$ cat src/rtl/vec_alu_seq_if.sv
// vec_alu_seq_if: control, register-file serial ports and status of vec_alu_seq; SatFlag exists only with VEC_ALU_SAT_EN
interface vec_alu_seq_if #(parameter int WIDTH = 16);
  logic Start;
  logic [2:0] Op, Va, Vb, Vd;
  logic [WIDTH-1:0] DataIn_s, DataIn2_s;
  logic [2:0] Addr, Addr2, AddrW;
  logic RD_s, WR_s;
  logic [WIDTH-1:0] DataOut_s;
  logic Busy, Done;
`ifdef VEC_ALU_SAT_EN
  logic SatFlag;
`endif
  modport master (
    output Start, Op, Va, Vb, Vd, DataIn_s, DataIn2_s,
    input Addr, Addr2, AddrW, RD_s, WR_s, DataOut_s, Busy, Done
`ifdef VEC_ALU_SAT_EN
    , input SatFlag
`endif
  );
  modport slave (
    input Start, Op, Va, Vb, Vd, DataIn_s, DataIn2_s,
    output Addr, Addr2, AddrW, RD_s, WR_s, DataOut_s, Busy, Done
`ifdef VEC_ALU_SAT_EN
    , output SatFlag
`endif
  );
endinterface

$ cat src/rtl/vec_alu_seq.sv
// vec_alu_seq: serial vector ALU reading two register-file vectors, buffering results, writing back; VEC_ALU_SAT_EN enables saturating add/sub and SatFlag
module vec_alu_seq #(
  parameter int WIDTH = 16,
  parameter int ELEMS = 16
) (
  input logic Clk,
  input logic Rst_n,
  vec_alu_seq_if.slave bus
);
  localparam int CW = $clog2(ELEMS);
  localparam logic [CW-1:0] LAST = CW'(ELEMS - 1);
  typedef enum logic [2:0] {IDLE, READ, DRAIN, WRITE, DONE} state_t;
  state_t state, nxt;
  logic [2:0] op;
  logic [CW-1:0] rcnt, ccnt, wcnt;
  logic rd_d1;
  logic [WIDTH-1:0] rbuf [ELEMS];
  logic [WIDTH-1:0] a, b, add_r, sub_r, res;
  assign a = bus.DataIn_s;
  assign b = bus.DataIn2_s;
`ifdef VEC_ALU_SAT_EN
  logic [WIDTH-1:0] sum, dif, clamp;
  logic ovf_s, ovf_d, sat;
  assign sum = a + b;
  assign dif = a - b;
  assign ovf_s = (a[WIDTH-1] == b[WIDTH-1]) && (sum[WIDTH-1] != a[WIDTH-1]);
  assign ovf_d = (a[WIDTH-1] != b[WIDTH-1]) && (dif[WIDTH-1] != a[WIDTH-1]);
  // overflow direction always follows the sign of A
  assign clamp = a[WIDTH-1] ? {1'b1, {(WIDTH-1){1'b0}}} : {1'b0, {(WIDTH-1){1'b1}}};
  assign add_r = ovf_s ? clamp : sum;
  assign sub_r = ovf_d ? clamp : dif;
  assign sat = (op == 3'd0 && ovf_s) || (op == 3'd1 && ovf_d);
`else
  assign add_r = a + b;
  assign sub_r = a - b;
`endif
  always_comb begin
    res = op == 3'd0 ? add_r :
          op == 3'd1 ? sub_r :
          op == 3'd2 ? a & b :
          op == 3'd3 ? a | b :
          op == 3'd4 ? a ^ b :
          op == 3'd5 ? {a[WIDTH-2:0], 1'b0} : a;
  end
  always_comb begin
    nxt = (state == IDLE && bus.Start) ? READ :
          (state == READ && rcnt == LAST) ? DRAIN :
          state == DRAIN ? WRITE :
          (state == WRITE && wcnt == LAST) ? DONE :
          state == DONE ? IDLE : state;
    bus.RD_s = state == READ;
    bus.WR_s = state == WRITE;
    bus.Busy = state inside {READ, DRAIN, WRITE};
    bus.Done = state == DONE;
  end
  always_ff @(posedge Clk or negedge Rst_n) begin
    if (!Rst_n) begin
      state <= IDLE;
      op <= '0;
      bus.Addr <= '0;
      bus.Addr2 <= '0;
      bus.AddrW <= '0;
      rcnt <= '0;
      ccnt <= '0;
      wcnt <= '0;
      rd_d1 <= 1'b0;
      bus.DataOut_s <= '0;
`ifdef VEC_ALU_SAT_EN
      bus.SatFlag <= 1'b0;
`endif
    end else begin
      state <= nxt;
      rd_d1 <= bus.RD_s;
      if (state == IDLE && bus.Start) begin
        op <= bus.Op;
        bus.Addr <= bus.Va;
        bus.Addr2 <= bus.Vb;
        bus.AddrW <= bus.Vd;
        rcnt <= '0;
        ccnt <= '0;
        wcnt <= '0;
`ifdef VEC_ALU_SAT_EN
        bus.SatFlag <= 1'b0;
`endif
      end
      if (state == READ) rcnt <= rcnt + 1'b1;
      if (rd_d1) ccnt <= ccnt + 1'b1;
      if (state == WRITE) wcnt <= wcnt + 1'b1;
      // output is registered, so load one element ahead of the write cycle
      if (state == DRAIN || (state == WRITE && wcnt != LAST))
        bus.DataOut_s <= rbuf[state == DRAIN ? '0 : wcnt + 1'b1];
`ifdef VEC_ALU_SAT_EN
      if (rd_d1 && sat) bus.SatFlag <= 1'b1;
`endif
    end
  end
  always_ff @(posedge Clk) begin
    if (rd_d1) rbuf[ccnt] <= res;
  end
endmodule

$ cat src/flat_wrapper.sv
// flat-port wrapper written by rule: the top's interface ports become plain ports
module vec_alu_seq_flat 
#(
  parameter int WIDTH = 16,
  parameter int ELEMS = 16
)
  (Clk, Rst_n, bus_Start, bus_Op, bus_Va, bus_Vb, bus_Vd, bus_DataIn_s, bus_DataIn2_s, bus_Addr, bus_Addr2, bus_AddrW, bus_RD_s, bus_WR_s, bus_DataOut_s, bus_Busy, bus_Done);
  vec_alu_seq_if #(.WIDTH(WIDTH)) bus_i ();
  input logic Clk;
  input logic Rst_n;
  input wire logic [$bits(bus_i.Start)-1:0] bus_Start;
  input wire logic [$bits(bus_i.Op)-1:0] bus_Op;
  input wire logic [$bits(bus_i.Va)-1:0] bus_Va;
  input wire logic [$bits(bus_i.Vb)-1:0] bus_Vb;
  input wire logic [$bits(bus_i.Vd)-1:0] bus_Vd;
  input wire logic [$bits(bus_i.DataIn_s)-1:0] bus_DataIn_s;
  input wire logic [$bits(bus_i.DataIn2_s)-1:0] bus_DataIn2_s;
  output wire logic [$bits(bus_i.Addr)-1:0] bus_Addr;
  output wire logic [$bits(bus_i.Addr2)-1:0] bus_Addr2;
  output wire logic [$bits(bus_i.AddrW)-1:0] bus_AddrW;
  output wire logic [$bits(bus_i.RD_s)-1:0] bus_RD_s;
  output wire logic [$bits(bus_i.WR_s)-1:0] bus_WR_s;
  output wire logic [$bits(bus_i.DataOut_s)-1:0] bus_DataOut_s;
  output wire logic [$bits(bus_i.Busy)-1:0] bus_Busy;
  output wire logic [$bits(bus_i.Done)-1:0] bus_Done;
  assign bus_i.Start = bus_Start;
  assign bus_i.Op = bus_Op;
  assign bus_i.Va = bus_Va;
  assign bus_i.Vb = bus_Vb;
  assign bus_i.Vd = bus_Vd;
  assign bus_i.DataIn_s = bus_DataIn_s;
  assign bus_i.DataIn2_s = bus_DataIn2_s;
  assign bus_Addr = bus_i.Addr;
  assign bus_Addr2 = bus_i.Addr2;
  assign bus_AddrW = bus_i.AddrW;
  assign bus_RD_s = bus_i.RD_s;
  assign bus_WR_s = bus_i.WR_s;
  assign bus_DataOut_s = bus_i.DataOut_s;
  assign bus_Busy = bus_i.Busy;
  assign bus_Done = bus_i.Done;
  vec_alu_seq #(.WIDTH(WIDTH), .ELEMS(ELEMS)) u_core (.Clk(Clk), .Rst_n(Rst_n), .bus(bus_i));
endmodule
$ cat config.mk
export PLATFORM = sky130hd
export DESIGN_NAME = vec_alu_seq_flat
export DESIGN_NICKNAME = d
export VERILOG_FILES = /design/src/rtl/vec_alu_seq_if.sv /design/src/rtl/vec_alu_seq.sv /design/src/flat_wrapper.sv
export SDC_FILE = /design/constraint.sdc
export NUM_CORES = 1
export LEC_CHECK = 0
export BUFFER_PORTS_ARGS = -buffer_cell sky130_fd_sc_hd__buf_4
export CORE_ASPECT_RATIO = 1.1
export CORE_MARGIN = 5
export CORE_UTILIZATION = 45
export CTS_CLUSTER_DIAMETER = 120
export CTS_CLUSTER_SIZE = 25
export DETAILED_ROUTE_END_ITERATION = 12
export HOLD_SLACK_MARGIN = 0.03
export PLACE_DENSITY_LB_ADDON = 0.2
export SLEW_MARGIN = 15
export SYNTH_ARGS = -nofsm -noshare
export SYNTH_HDL_FRONTEND = slang
export SYNTH_SLANG_ARGS = --single-unit
$ cat constraint.sdc
create_clock -name Clk -period 3.22 [get_ports Clk]
set_clock_uncertainty 0.05 [all_clocks]
set_input_delay 0.644 -clock Clk [delete_from_list [all_inputs] [get_ports Clk]]
set_output_delay 0.644 -clock Clk [all_outputs]
set_load 0.005 [all_outputs]
* Word level (Yosys, flattened, before mapping) *
Memories as Yosys holds them, arrays and structs flattened. A register that Yosys moved wholly into a read port is not among the register bits.
Cells that the tools add are included.

operators by class
  bitwise operators = 3
  shifts and indexed selects = 0
  multiply operators = 0
  eq/ne operators = 12
  mux-type cells = 18
  div/mod/pow operators = 0
  reduce and logical (&&, ||, !) cells = 13
  $lt $le $gt $ge = 0
  add/sub/neg operators = 5

operators by type and width
  kind                   number
  $mux W16               6
  $mux W4                5
  $add A16 B16 Y16       1
  $and A16 B16 Y16       1
  $or A16 B16 Y16        1
  $sub A16 B16 Y16       1
  $xor A16 B16 Y16       1
  $mux W3                5
  $add A4 B1 Y4 const B  3
  $eq A3 B2 Y1 const B   4
  $eq A3 B3 Y1 const B   3
  $eq A4 B4 Y1 const B   2
  $eq A3 B1 Y1 const B   2
  $logic_not A3 Y1       2
  $reduce_bool A2 Y1     3
  $reduce_bool A5 Y1     1
  $logic_and A1 B1 Y1    4
  $ne A4 B4 Y1 const B   1
  $reduce_bool A3 Y1     1
  $mux W1                2
  $logic_not A1 Y1       1
  $logic_or A1 B1 Y1     1

word-level totals
  RAM bits = 256
  memory bits (read-only) = 0
  register bits after elaboration = 28
  bits in latches = 0
  input bits = 47
  memories = 1

memories
  name         words  width  read ports  clocked after Yosys merged registers in  wr ports  line               source
  u_core.rbuf  16     16     1           1                                        1         vec_alu_seq.sv:17  logic [WIDTH-1:0] rbuf [ELEMS];

* Depth between registers and ports, before layout *
Gate-level depths: netlist (run 1).

  depth after elaboration = 7
  gate-level depth with buffers = 10
  depth with buffers taken out = 9

* Worst setup path after synthesis (run 1) *
Ideal clock, no wire load.

  path kind = input-to-reg
  from = in bus_DataIn2_s[3]
  to = mem u_core.rbuf[0][13], data pin
  stages = 8
  buffers on the path = 1
  required time = 2751 ps
  arrival time = 3088 ps
  setup slack = -337 ps
  cell sequence = inv_1 -> ha_1 -> clkbuf_1 -> o211ai_1 -> o21ai_0 -> a41o_1 -> o221ai_1 -> o311ai_0

between the ends
  longest elaborated chain between the ends = 3

RTL lines
  element             line                source
  start: declaration  flat_wrapper.sv:17  input wire logic [$bits(bus_i.DataIn2_s)-1:0] bus_DataIn2_s;
  $sub A16 B16 Y16    vec_alu_seq.sv:35   assign sub_r = a - b;
  $mux W16            vec_alu_seq.sv:39   op == 3'd1 ? sub_r :
  $mux W16 *          vec_alu_seq.sv:38   res = op == 3'd0 ? add_r :
  net u_core.res[13]  vec_alu_seq.sv:18   logic [WIDTH-1:0] a, b, add_r, sub_r, res;
  end: declaration    vec_alu_seq.sv:17

The timed path passes the listed nets; every way through them passes the cells marked *.

* Final worst setup path (run 1) *
  from = in bus_DataIn2_s[1]
  to = mem u_core.rbuf[8][13], data pin

Same word-level chain as after synthesis.

==> results.md, run 1 <==
* DRT antenna net count at 0
* First-pass GRT wire length at 60.1 mm
* Post-Syn Instances at 1193
* Critical path required time at about 3.3 ns
* Mux share of post-synthesis cell area at 0.0731
* Period minus WS final at 2.93 ns
* RSZ-0062 raised after global routing: false
* Commonest non-fill, non-tap cell in the layout: edfxtp_1
* Worst path bufs/invs at 3
* Die W at roughly 180 um
* Die Ht at 200 um
* Final setup fails at 0
* Hold crit path type: input pin to async pin
* Primary FF master, synth: edfxtp_1
* Tcrit/Tclk final at 0.908
* DP HPWL at about 25 mm
* Worst-path maximum fanout at 16
* Fmax at 0.342 GHz
* Initial antenna violation count at 0
* Top delay family on crit path: compound AO/OA/AOI/OAI gates
* Crit path kind: input pin to register
* Pre-antenna DRT Iters at 7
* Mean post-synth cell area at around 12 um^2
* DRC Markers at 0
* Sequential share of the synthesized area at 0.594
* Met2 Routed Length at between 15 and 20 mm
* Layout cell share with drive strength beyond 1 at 0.195
* Port Buffer Count at 75
* VDD IR max at 0.000607 V
* Largest stage delay, worst path at 0.64 ns
* Std-Cell Rows at 69
* Setup Total Neg Slack at 0 ns
* Final nets at 1399
* Setup WS pre-CTS at -0.221 ns
* Crit path top cell by count: buf_4
* Area occupied by registers at between 8000 and 9000 um^2
* Post-CTS Setup Inserts at 0
* DRT Wirelength at 39.2 mm
* # diodes at 0
* Post_cts resized at 0
* Yosys warning count at 0
* Async set or reset register ratio after synthesis at 0.147
* Starting Density at 0.457
* Synth Register Bits at 300
* FF-to-FF setup slack at between 0.5 and 0.6 ns
* Global route overflow at 0
* Critical Path AT at 2.98 ns
* Commonest cells after routing, fill and taps aside: edfxtp_1 (256), buf_4 (165), nand2_1 (111)
* CORE AREA at 32400 um^2
* Synthesized cell area at 14800 um^2
* Io pins at between 70 and 80
* Largest family of logic cells by synthesized area: compound AO/OA/AOI/OAI gates
* Synth Area in XOR/XNOR at 0.00651
* Global router's overall resource usage at 0.209
* DR WL/cell at 22.7 um
* Fin. max-slew vios at 0
* Clock latency on the worst-skew pair at between 0.4 and 0.5 ns
* Metal-1 WL at between 15 and 20 mm
* Worst-path cell chain: buf_4 -> inv_1 -> buf_4 -> ha_1 -> o21ba_2 -> nor4_1 -> nor3_1 -> o21ai_0 -> o2111ai_1 -> o311ai_2
* Startpoint types: input pin
* Syn-to-layout area delta at 13.3%
* DR WL met3 at 1.88 mm
* Die area at 36600 um^2
* TritonCTS clock tree: done
* Placed insts at 1706
* Htree depth at 1
* Max-Cap Viols at 0
* Gpl congestion at 0.852
* Cell Count, Final, Fillers Out at between 1500 and 2000
* Initial DRC Count at between 800 and 900
* Synth Net Count at approximately 1300
* Rel. slew slack at 0.292
* Highest metal used: met4
* Compound-Gate Fraction of Synth Area at 0.143
* Final hold viol count at 0
* Hold buffers post-CTS at 0
* Vias per std cell at 5.92
* CTS sink count at 300
* Status: finished clean
* Count of different cell masters after synthesis at 76
* Vias in the first global route at ~10000
* Tightest Pin Transition at 1.06 ns
* Cell area power density at 874 nW/um^2
* Setup crit end kind: register
* Layout fillers at approximately 2800
* Final setup margin at ~0.29 ns
* Reg clk slew, reported paths at 0.10 ns
* Post-Synth Simple-Gate Area at 0.0974
* Number of enable flip-flop cells after synthesis at 256
* Root buf cell: clkbuf_16
* Critical path's slowest cell: nor3_1
* Total CTS buffers at 15
* Largest net degree at the start of global routing at 63
* Multi-input gate area at 5500 um^2
* Deepest clock path buffer count at 3
* Routed vias at 10300
* Leakage Power at 6.15 nW
* Post-Synth Adder-Cell Area at 0.0475
[kinds of logic after synthesis]
family          after synthesis
compound gates              319
xor+xnor                     11
fa+ha+maj                    55
buf+inv                     139
flops                       300
mux                          77
simple gates                292
[layer usage]
metal  vias to the layer above  track usage
li1                       4750            -
met1                      5108        0.281
met2                       328        0.365
met3                        66       0.0187
met4                         0       0.0511
met5                         -            0
[flip-flops by register name, indices dropped and copies added (netlist names), 4 cells and up]
signal / cells
u_core.rbuf: 256
u_core.rcnt: 4
u_core.bus.DataOut_s: 16
u_core.ccnt: 4
u_core.wcnt: 4
[Yosys cell counts, types with 8 or more instances]
library cell,n,area share
nor2b_1,21,0.0089
dfrtp_1,44,0.074
nor2_1,42,0.011
o21ai_0,60,0.020
buf_2,17,0.0057
nand3_1,26,0.0088
mux2_2,29,0.022
o21a_1,8,0.0041
or3_1,10,0.0042
xnor2_1,8,0.0047
o211ai_1,13,0.0066
a211oi_1,30,0.015
and2_1,8,0.0034
and3_1,17,0.0072
nor3_1,8,0.0027
nand2b_1,18,0.0076
mux4_2,22,0.033
a31oi_1,15,0.0063
ha_1,53,0.045
o31ai_1,8,0.0041
nand2_1,111,0.028
a21oi_1,75,0.025
edfxtp_1,256,0.52
nand4_1,9,0.0038
inv_1,56,0.014
o22ai_1,23,0.0097
mux2i_1,26,0.018
a32oi_1,16,0.0095
clkbuf_1,54,0.014
a311oi_1,14,0.0083
[final timing paths]
path,start,end,depth (start not counted)
min reg2reg,u_core.rcnt[3],u_core.rcnt[3],1
max in group asynchronous,Rst_n,u_core.op[0],1
max,bus_DataIn2_s[1],u_core.rbuf[8][13],10
max reg2reg,u_core.op[2],u_core.rbuf[8][15],6
min,Rst_n,u_core.wcnt[2],1
min in group Clk,bus_Op[0],u_core.op[0],3
[per-stage QoR]
step / instance area, um^2 / utilization / power (mW) / hold slack (ns)
6_report: 16800 / 0.518 / 14.7 / 0.134
5_1_grt: 16800 / 0.518 / 15.4 / 0.178
4_1_cts: 16800 / 0.518 / 14.7 / 0.155
3_5_place_dp: 16400 / 0.505 / 12.7 / 0.424
3_3_place_gp: 16400 / 0.505 / 12.6 / 0.432
2_1_floorplan: 14800 / - / 10.1 / 0.298
[area by class of cell]
type | instances | area share
clock buffer | 25 | 0.0246
inverter | 57 | 0.0128
multi-input combinational | 754 | 0.328
sequential | 300 | 0.524
tap | 426 | 0.0318
timing repair buffer | 169 | 0.0786
[power breakdown]
part           total, mW  switching (mW)  internal (mW)  leakage (nW)
registers           5.66           0.290           5.37          2.82
logic               6.99            4.30           2.69          3.14
clock network       2.01            1.12          0.889         0.197
No activity file was read; power rests on OpenSTA's default activity.
==> inputs of run 2 (changes only) <==
--- a/config.mk
+++ b/config.mk
@@ -13,7 +13,7 @@
 export CTS_CLUSTER_SIZE = 25
 export DETAILED_ROUTE_END_ITERATION = 12
 export HOLD_SLACK_MARGIN = 0.03
-export PLACE_DENSITY_LB_ADDON = 0.2
+export PLACE_DENSITY = 0.67
 export SLEW_MARGIN = 15
 export SYNTH_ARGS = -nofsm -noshare
 export SYNTH_HDL_FRONTEND = slang
==> run 2 against run 1 <==
Via count up 1.9%. Worst hold slack worse by 0.012 ns. Routed wire length down 1.3%. Cell area up 1.2%. Register-to-register slack better by 0.04 ns. Highest routed layer unchanged. Count of clock-buffer cells in the layout unchanged. First-iteration DRC count up 11%. Clock power about the same.
==> results.md, run 2 (synthesis gave the netlist of run 1 again) <==
* Status: finished clean
* Global route overflow at 0 (unchanged)
* Seq pwr share at 0.377 (-0.009)
* First-pass GRT wire length at 60.1 mm (about the same)
* Fin. max-slew vios at 0 (unchanged)
* Starting Density at 0.457 (unchanged)
* Hold crit path type: input pin to async pin
* Pint at 9.15 mW (+2.2%)
* Regs by FF count: u_core.rbuf x256, u_core.bus.DataOut_s x16
* CTS sink count at 300 (unchanged)
* Deepest clock path buffer count at 3 (unchanged)
* Global router's overall resource usage at 0.207 (-0.00145)
* Layout cell share with drive strength beyond 1 at 0.206 (+0.0102)
* DP HPWL at 26.0 mm (+2.1%)
* Placed insts at 1723 (+1.0%)
* Hold buffers post-CTS at 0 (unchanged)
* Sw Ratio at 0.387 (-0.00265)
* Largest net degree at the start of global routing at 70 (+11%)
* Period minus WS final at 2.97 ns (+0.0428 ns)
* Vias per std cell at 5.97 (+0.82%)
* Largest stage delay, worst path at 0.64 ns (about the same)
* DRT Wirelength at 38.7 mm (-1.3%)
* DR WL/cell at 22.1 um (-2.4%)
* Total CTS buffers at 15 (unchanged)
* Post-CTS Setup Inserts at 0 (unchanged)
* Initial antenna violation count at 0 (unchanged)
* Io pins at 76 (unchanged)
* Vias in the first global route at 10400 (+3.9%)
* Max-Cap Viols at 0 (unchanged)
* Clock Power Share at 0.137 (about the same)
* Critical Path AT at 3.15 ns (+0.17 ns)
* # diodes at 0 (unchanged)
* RSZ-0062 raised after global routing: false
* Combinational share of power at 0.487 (+0.010)
* Cell Count, Final, Fillers Out at 1749 (+1.0%)
* Fmax at 0.337 GHz (-1.4%)
* Startpoint types: input pin
* Die area at 36600 um^2 (unchanged)
* Commonest cells after routing, fill and taps aside: edfxtp_1 (256), buf_4 (178), nand2_1 (111)
* Leakage Power at 6.26 nW (+1.8%)
* Pre-antenna DRT Iters at 7 (unchanged)
* Rel. slew slack at 0.276 (-0.0166)
* Worst-path cell chain: buf_4 -> inv_1 -> ha_1 -> buf_4 -> nand3_1 -> o221ai_1 -> a311oi_1 -> nor4_1 -> o2111a_1 -> o22ai_1 -> buf_4
* Critical path's slowest cell: nor4_1
* Htree depth at 1 (unchanged)
* Layout fillers at 2790 (-1.6%)
* Final setup fails at 0 (unchanged)
* CORE AREA at 32400 um^2 (unchanged)
* Worst-path maximum fanout at 16 (unchanged)
* Root buf cell: clkbuf_16
* VDD IR max at 0.000440 V (-28%)
* Clock latency on the worst-skew pair at 0.49 ns (about the same)
* Tightest Pin Transition at 1.08 ns (+0.0193 ns)
* Setup crit end kind: register
* Routed vias at 10400 (+1.9%)
* Final hold viol count at 0 (unchanged)
* Die W at 183 um (unchanged)
* Power, Total at 14.9 mW (+1.7%)
* Cell area power density at 879 nW/um^2 (+0.58%)
* Crit path top cell by count: buf_4
* DRT antenna net count at 0 (unchanged)
* P_sw at 5.77 mW (+1.1%)
* Commonest non-fill, non-tap cell in the layout: edfxtp_1
* Final nets at 1416 (+1.2%)
* Port Buffer Count at 75 (unchanged)
* Reg clk slew, reported paths at 0.10 ns (about the same)
* Top delay family on crit path: compound AO/OA/AOI/OAI gates
* Critical path required time at 3.40 ns (+0.13 ns)
* TritonCTS clock tree: done
* Std-Cell Rows at 69 (unchanged)
* Die Ht at 200 um (unchanged)
* Worst path bufs/invs at 4 (+1)
* Syn-to-layout area delta at 14.6%
* Post_cts resized at 0 (unchanged)
* Register with the most flip-flops: u_core.rbuf
* DRC Markers at 0 (unchanged)
* Crit path kind: input pin to register
* Tcrit/Tclk final at 0.922 (+0.0133)
* Gpl congestion at 0.910 (+6.8%)
* Initial DRC Count at 985 (+11%)
* Largest register FFs at 256 (unchanged)
## run 2: changes by cell type in the layout (fill, tap and decap cells not counted)
| cell | delta |
|---|---|
| buf_4 | +13 |
| buf_12 | +4 |
| o21ai_0 | -2 |
| o21ai_1 | +2 |
| inv_6 | +1 |
| nor2_1 | +1 |
| nor2_2 | -1 |
| xnor2_2 | -1 |
| xnor2_4 | +1 |
## run 2: area by class of cell
type	instances	area [um^2]	share of cell area
clock buffer	25	413	0.0243
clock inverter	1	8.76	0.000516
inverter	57	214	0.0126
multi-input combinational	754	5510	0.325
sequential	300	8790	0.518
tap	426	533	0.0314
timing repair buffer	186	1500	0.0882
## run 2: power groups by stage
| stage | combinational (mW) | sequential [mW] | clock, mW |
|---|---|---|---|
| final | 7.26 | 5.62 | 2.04 |
| after CTS | 7.25 | 5.62 | 2.08 |
| after global routing | 7.88 | 5.65 | 2.22 |
| after global placement | 7.10 | 5.69 | 0 |
| after detailed placement | 7.24 | 5.71 | 0 |
| after floorplan | 4.48 | 5.62 | 0 |
## run 2: path summary, 6_finish.rpt
kind,start,end,slack (ns),depth (start not counted)
worst max-delay path,bus_DataIn2_s[4],u_core.rbuf[7][12],0.25,11
worst min register to register,u_core.bus.DataOut_s[3],u_core.bus.DataOut_s[3],0.45,1
min in group Clk,bus_Op[0],u_core.op[0],0.30,3
worst min-delay path,Rst_n,u_core.wcnt[2],0.12,1
worst max register to register,u_core.wcnt[2],u_core.bus.DataOut_s[0],0.57,6
max in group asynchronous,Rst_n,u_core.op[0],2.53,1
## run 2: per-stage QoR
step                hold WS, ns  setup TNS (ns)  worst slack [ns]   util  cell area, um^2
floorplan                 0.298               0            0.0139      -            14800
global placement          0.425           -4.80           -0.0697  0.511            16500
detailed placement        0.435          -11.79            -0.181  0.511            16500
CTS                       0.147               0             0.344  0.524            17000
global route              0.164               0            0.0308  0.524            17000
finish                    0.121               0             0.252  0.524            17000
## run 2: layer usage
metal,vias up,global-route usage,share of wire
met5,-,0,0
met4,0,0.0572,0.026
met3,69,0.0172,0.052
met2,363,0.366,0.51
met1,5232,0.274,0.41
li1,4780,-,-
==> inputs of run 3 (changes only) <==
--- a/config.mk
+++ b/config.mk
@@ -8,12 +8,12 @@
 export BUFFER_PORTS_ARGS = -buffer_cell sky130_fd_sc_hd__buf_4
 export CORE_ASPECT_RATIO = 1.1
 export CORE_MARGIN = 5
-export CORE_UTILIZATION = 45
+export CORE_UTILIZATION = 50
 export CTS_CLUSTER_DIAMETER = 120
 export CTS_CLUSTER_SIZE = 25
 export DETAILED_ROUTE_END_ITERATION = 12
 export HOLD_SLACK_MARGIN = 0.03
-export PLACE_DENSITY = 0.67
+export PLACE_DENSITY = 0.72
 export SLEW_MARGIN = 15
 export SYNTH_ARGS = -nofsm -noshare
 export SYNTH_HDL_FRONTEND = slang
==> constraint.sdc (replaced) <==
create_clock -name Clk -period 3.3 [get_ports Clk]
set_clock_uncertainty 0.05 [all_clocks]
set_input_delay 0.66 -clock Clk [delete_from_list [all_inputs] [get_ports Clk]]
set_output_delay 0.66 -clock Clk [all_outputs]
set_load 0.005 [all_outputs]
==> run 3 against run 2 <==
Highest routed layer unchanged. Largest cell class unchanged. Register-to-register slack better by 0.03 ns. Critical endpoint is now u_core.rbuf[6][12]. First-iteration DRC count is 5.6% higher. Final cell count shrank 4.4%.
==> results.md, run 3 (synthesis gave the netlist of run 1 again) <==
* Status: finished clean
* Setup WS pre-CTS at -0.136 ns (+0.0448 ns)
* Crit path kind: input pin to register
* Global route overflow at 0 (unchanged)
* Tcrit/Tclk final at 0.897
* Hold crit path type: input pin to async pin
* Fin. max-slew vios at 0 (unchanged)
* DR WL/cell at 23.3 um (+5.3%)
* DRT antenna net count at 0 (unchanged)
* Die area at 33200 um^2 (-9.5%)
* Leakage Power at 6.12 nW (-2.2%)
* RSZ-0062 raised after global routing: false
* Hold Worst Slack at 0.152 ns (+0.0307 ns)
* Io pins at 76 (unchanged)
* Largest net degree at the start of global routing at 45 (-36%)
* Rel. slew slack at 0.281 (+0.00506)
* Area occupied by registers at 8790 um^2 (unchanged)
* Worst-path maximum fanout at 16 (unchanged)
* Starting Density at 0.504 (+0.0463)
* Commonest cells after routing, fill and taps aside: edfxtp_1 (256), buf_4 (156), nand2_1 (111)
* VDD IR max at 0.000607 V (+38%)
* CORE AREA at 29400 um^2 (-9.2%)
* # diodes at 0 (unchanged)
* Power, Total at 14.3 mW (-4.1%)
* Post_cts resized at 0 (unchanged)
* TritonCTS clock tree: done
* Final setup margin at 0.338 ns (+0.0862 ns)
* Period minus WS final at 2.96 ns
* Cell area power density at 858 nW/um^2 (-2.4%)
* Global router's overall resource usage at 0.232 (+0.0249)
* DRC Markers at 0 (unchanged)
* Register with the most flip-flops: u_core.rbuf
* Die W at 174 um (-4.9%)
* Regs by FF count: u_core.rbuf x256, u_core.bus.DataOut_s x16
* Routed vias at 10500 (+0.69%)
* Worst-path cell chain: buf_4 -> inv_1 -> ha_1 -> a21oi_1 -> o221ai_1 -> a311oi_1 -> buf_4 -> nor4_1 -> o2111a_1 -> o22ai_1 -> buf_4
* CTS sink count at 300 (unchanged)
* Deepest clock path buffer count at 3 (unchanged)
* Die Ht at 190 um (-4.9%)
* Pre-antenna DRT Iters at 7 (unchanged)
* Reg clk slew, reported paths at 0.10 ns (about the same)
* Post-CTS Setup Inserts at 0 (unchanged)
* Gpl congestion at 0.969 (+6.5%)
* Final Util at 0.567 (+0.0432)
* Final hold viol count at 0 (unchanged)
* DP HPWL at 25.4 mm (-2.0%)
* Std-Cell Rows at 66 (-4.3%)
* Layout cell share with drive strength beyond 1 at 0.190 (-0.0153)
* Largest stage delay, worst path at 0.63 ns (about the same)
* Tightest Pin Transition at 1.08 ns (-0.00208 ns)
* Largest register FFs at 256 (unchanged)
* Layout fillers at 2338 (-16%)
* Final nets at 1392 (-1.7%)
* Vias in the first global route at 10400 (-0.62%)
* Crit path top cell by count: buf_4
* Startpoint types: input pin
* Max-Cap Viols at 0 (unchanged)
* Port Buffer Count at 75 (unchanged)
* Critical path's slowest cell: nor4_1
* Critical path required time at 3.49 ns (+0.09 ns)
* Initial DRC Count at 1040 (+5.6%)
* Syn-to-layout area delta at 12.6%
* First-pass GRT wire length at 60.3 mm (+0.28%)
* Multi-input gate area at 5500 um^2 (-0.20%)
* Vias per std cell at 6.29 (+5.3%)
* Critical Path AT at 3.15 ns (about the same)
* Commonest non-fill, non-tap cell in the layout: edfxtp_1
* DRT Wirelength at 38.9 mm (+0.64%)
* Final setup fails at 0 (unchanged)
* Root buf cell: clkbuf_16
* Hold buffers post-CTS at 0 (unchanged)
* Total CTS buffers at 15 (unchanged)
* Htree depth at 1 (unchanged)
* Initial antenna violation count at 0 (unchanged)
* Clock latency on the worst-skew pair at 0.49 ns (about the same)
* Setup crit end kind: register
* Fmax at 0.338 GHz
-- run 3: cell count changes in the layout (fill, tap and decap cells not counted) --
| cell | delta |
|---|---|
| buf_12 | -2 |
| buf_4 | -22 |
| inv_6 | -1 |
| o21ai_0 | +2 |
| o21ai_1 | -2 |
| xnor2_2 | +1 |
| xnor2_4 | -1 |
-- run 3: area by class of cell --
type	count	area share
inverter	57	0.0128
tap	374	0.0281
sequential	300	0.527
timing repair buffer	162	0.0774
clock buffer	25	0.0248
multi-input combinational	754	0.330
-- run 3: report_power, final --
group,switching (mW),internal [mW]
registers,0.234,5.24
logic,4.22,2.64
clock network,1.11,0.867
total,5.57,8.75
-- run 3: layer usage --
layer  wire length, um  track usage  share of wire
met4              1330       0.0774          0.034
met3              2650       0.0184          0.068
met1             14900        0.297           0.38
met5                 0            0              0
met2             20000        0.421           0.51
-- run 3: final timing paths --
path                       cells after the start             start                   to  slack (ns)
max in group asynchronous                      1             Rst_n         u_core.op[0]        2.57
setup / recovery                              11  bus_DataIn2_s[4]   u_core.rbuf[6][12]        0.34
setup reg to reg                               5      u_core.op[0]  u_core.rbuf[10][13]        0.60
hold reg to reg                                1    u_core.rcnt[3]       u_core.rcnt[3]        0.44
min in group Clk                               3         bus_Op[0]         u_core.op[0]        0.34
hold / removal                                 1             Rst_n      u_core.state[2]        0.15
-- run 3: through the flow --
step / setup TNS [ns] / cells / area, um^2
3_5_place_dp: -6.33 / 1647 / 16300
5_1_grt: 0 / 1672 / 16700
3_3_place_gp: -2.21 / 1647 / 16300
4_1_cts: 0 / 1672 / 16700
2_1_floorplan: 0 / 1193 / 14800
6_report: 0 / 1672 / 16700
-- run 3: critical path: cells and delay by family --
| family | cells | cell delay, ns |
|---|---|---|
| AOI/OAI and AO/OA | 5 | 0.97 |
| buffers and inverters | 4 | 0.48 |
| adders and majority gates | 1 | 0.40 |
| and+or+nand+nor | 1 | 0.63 |
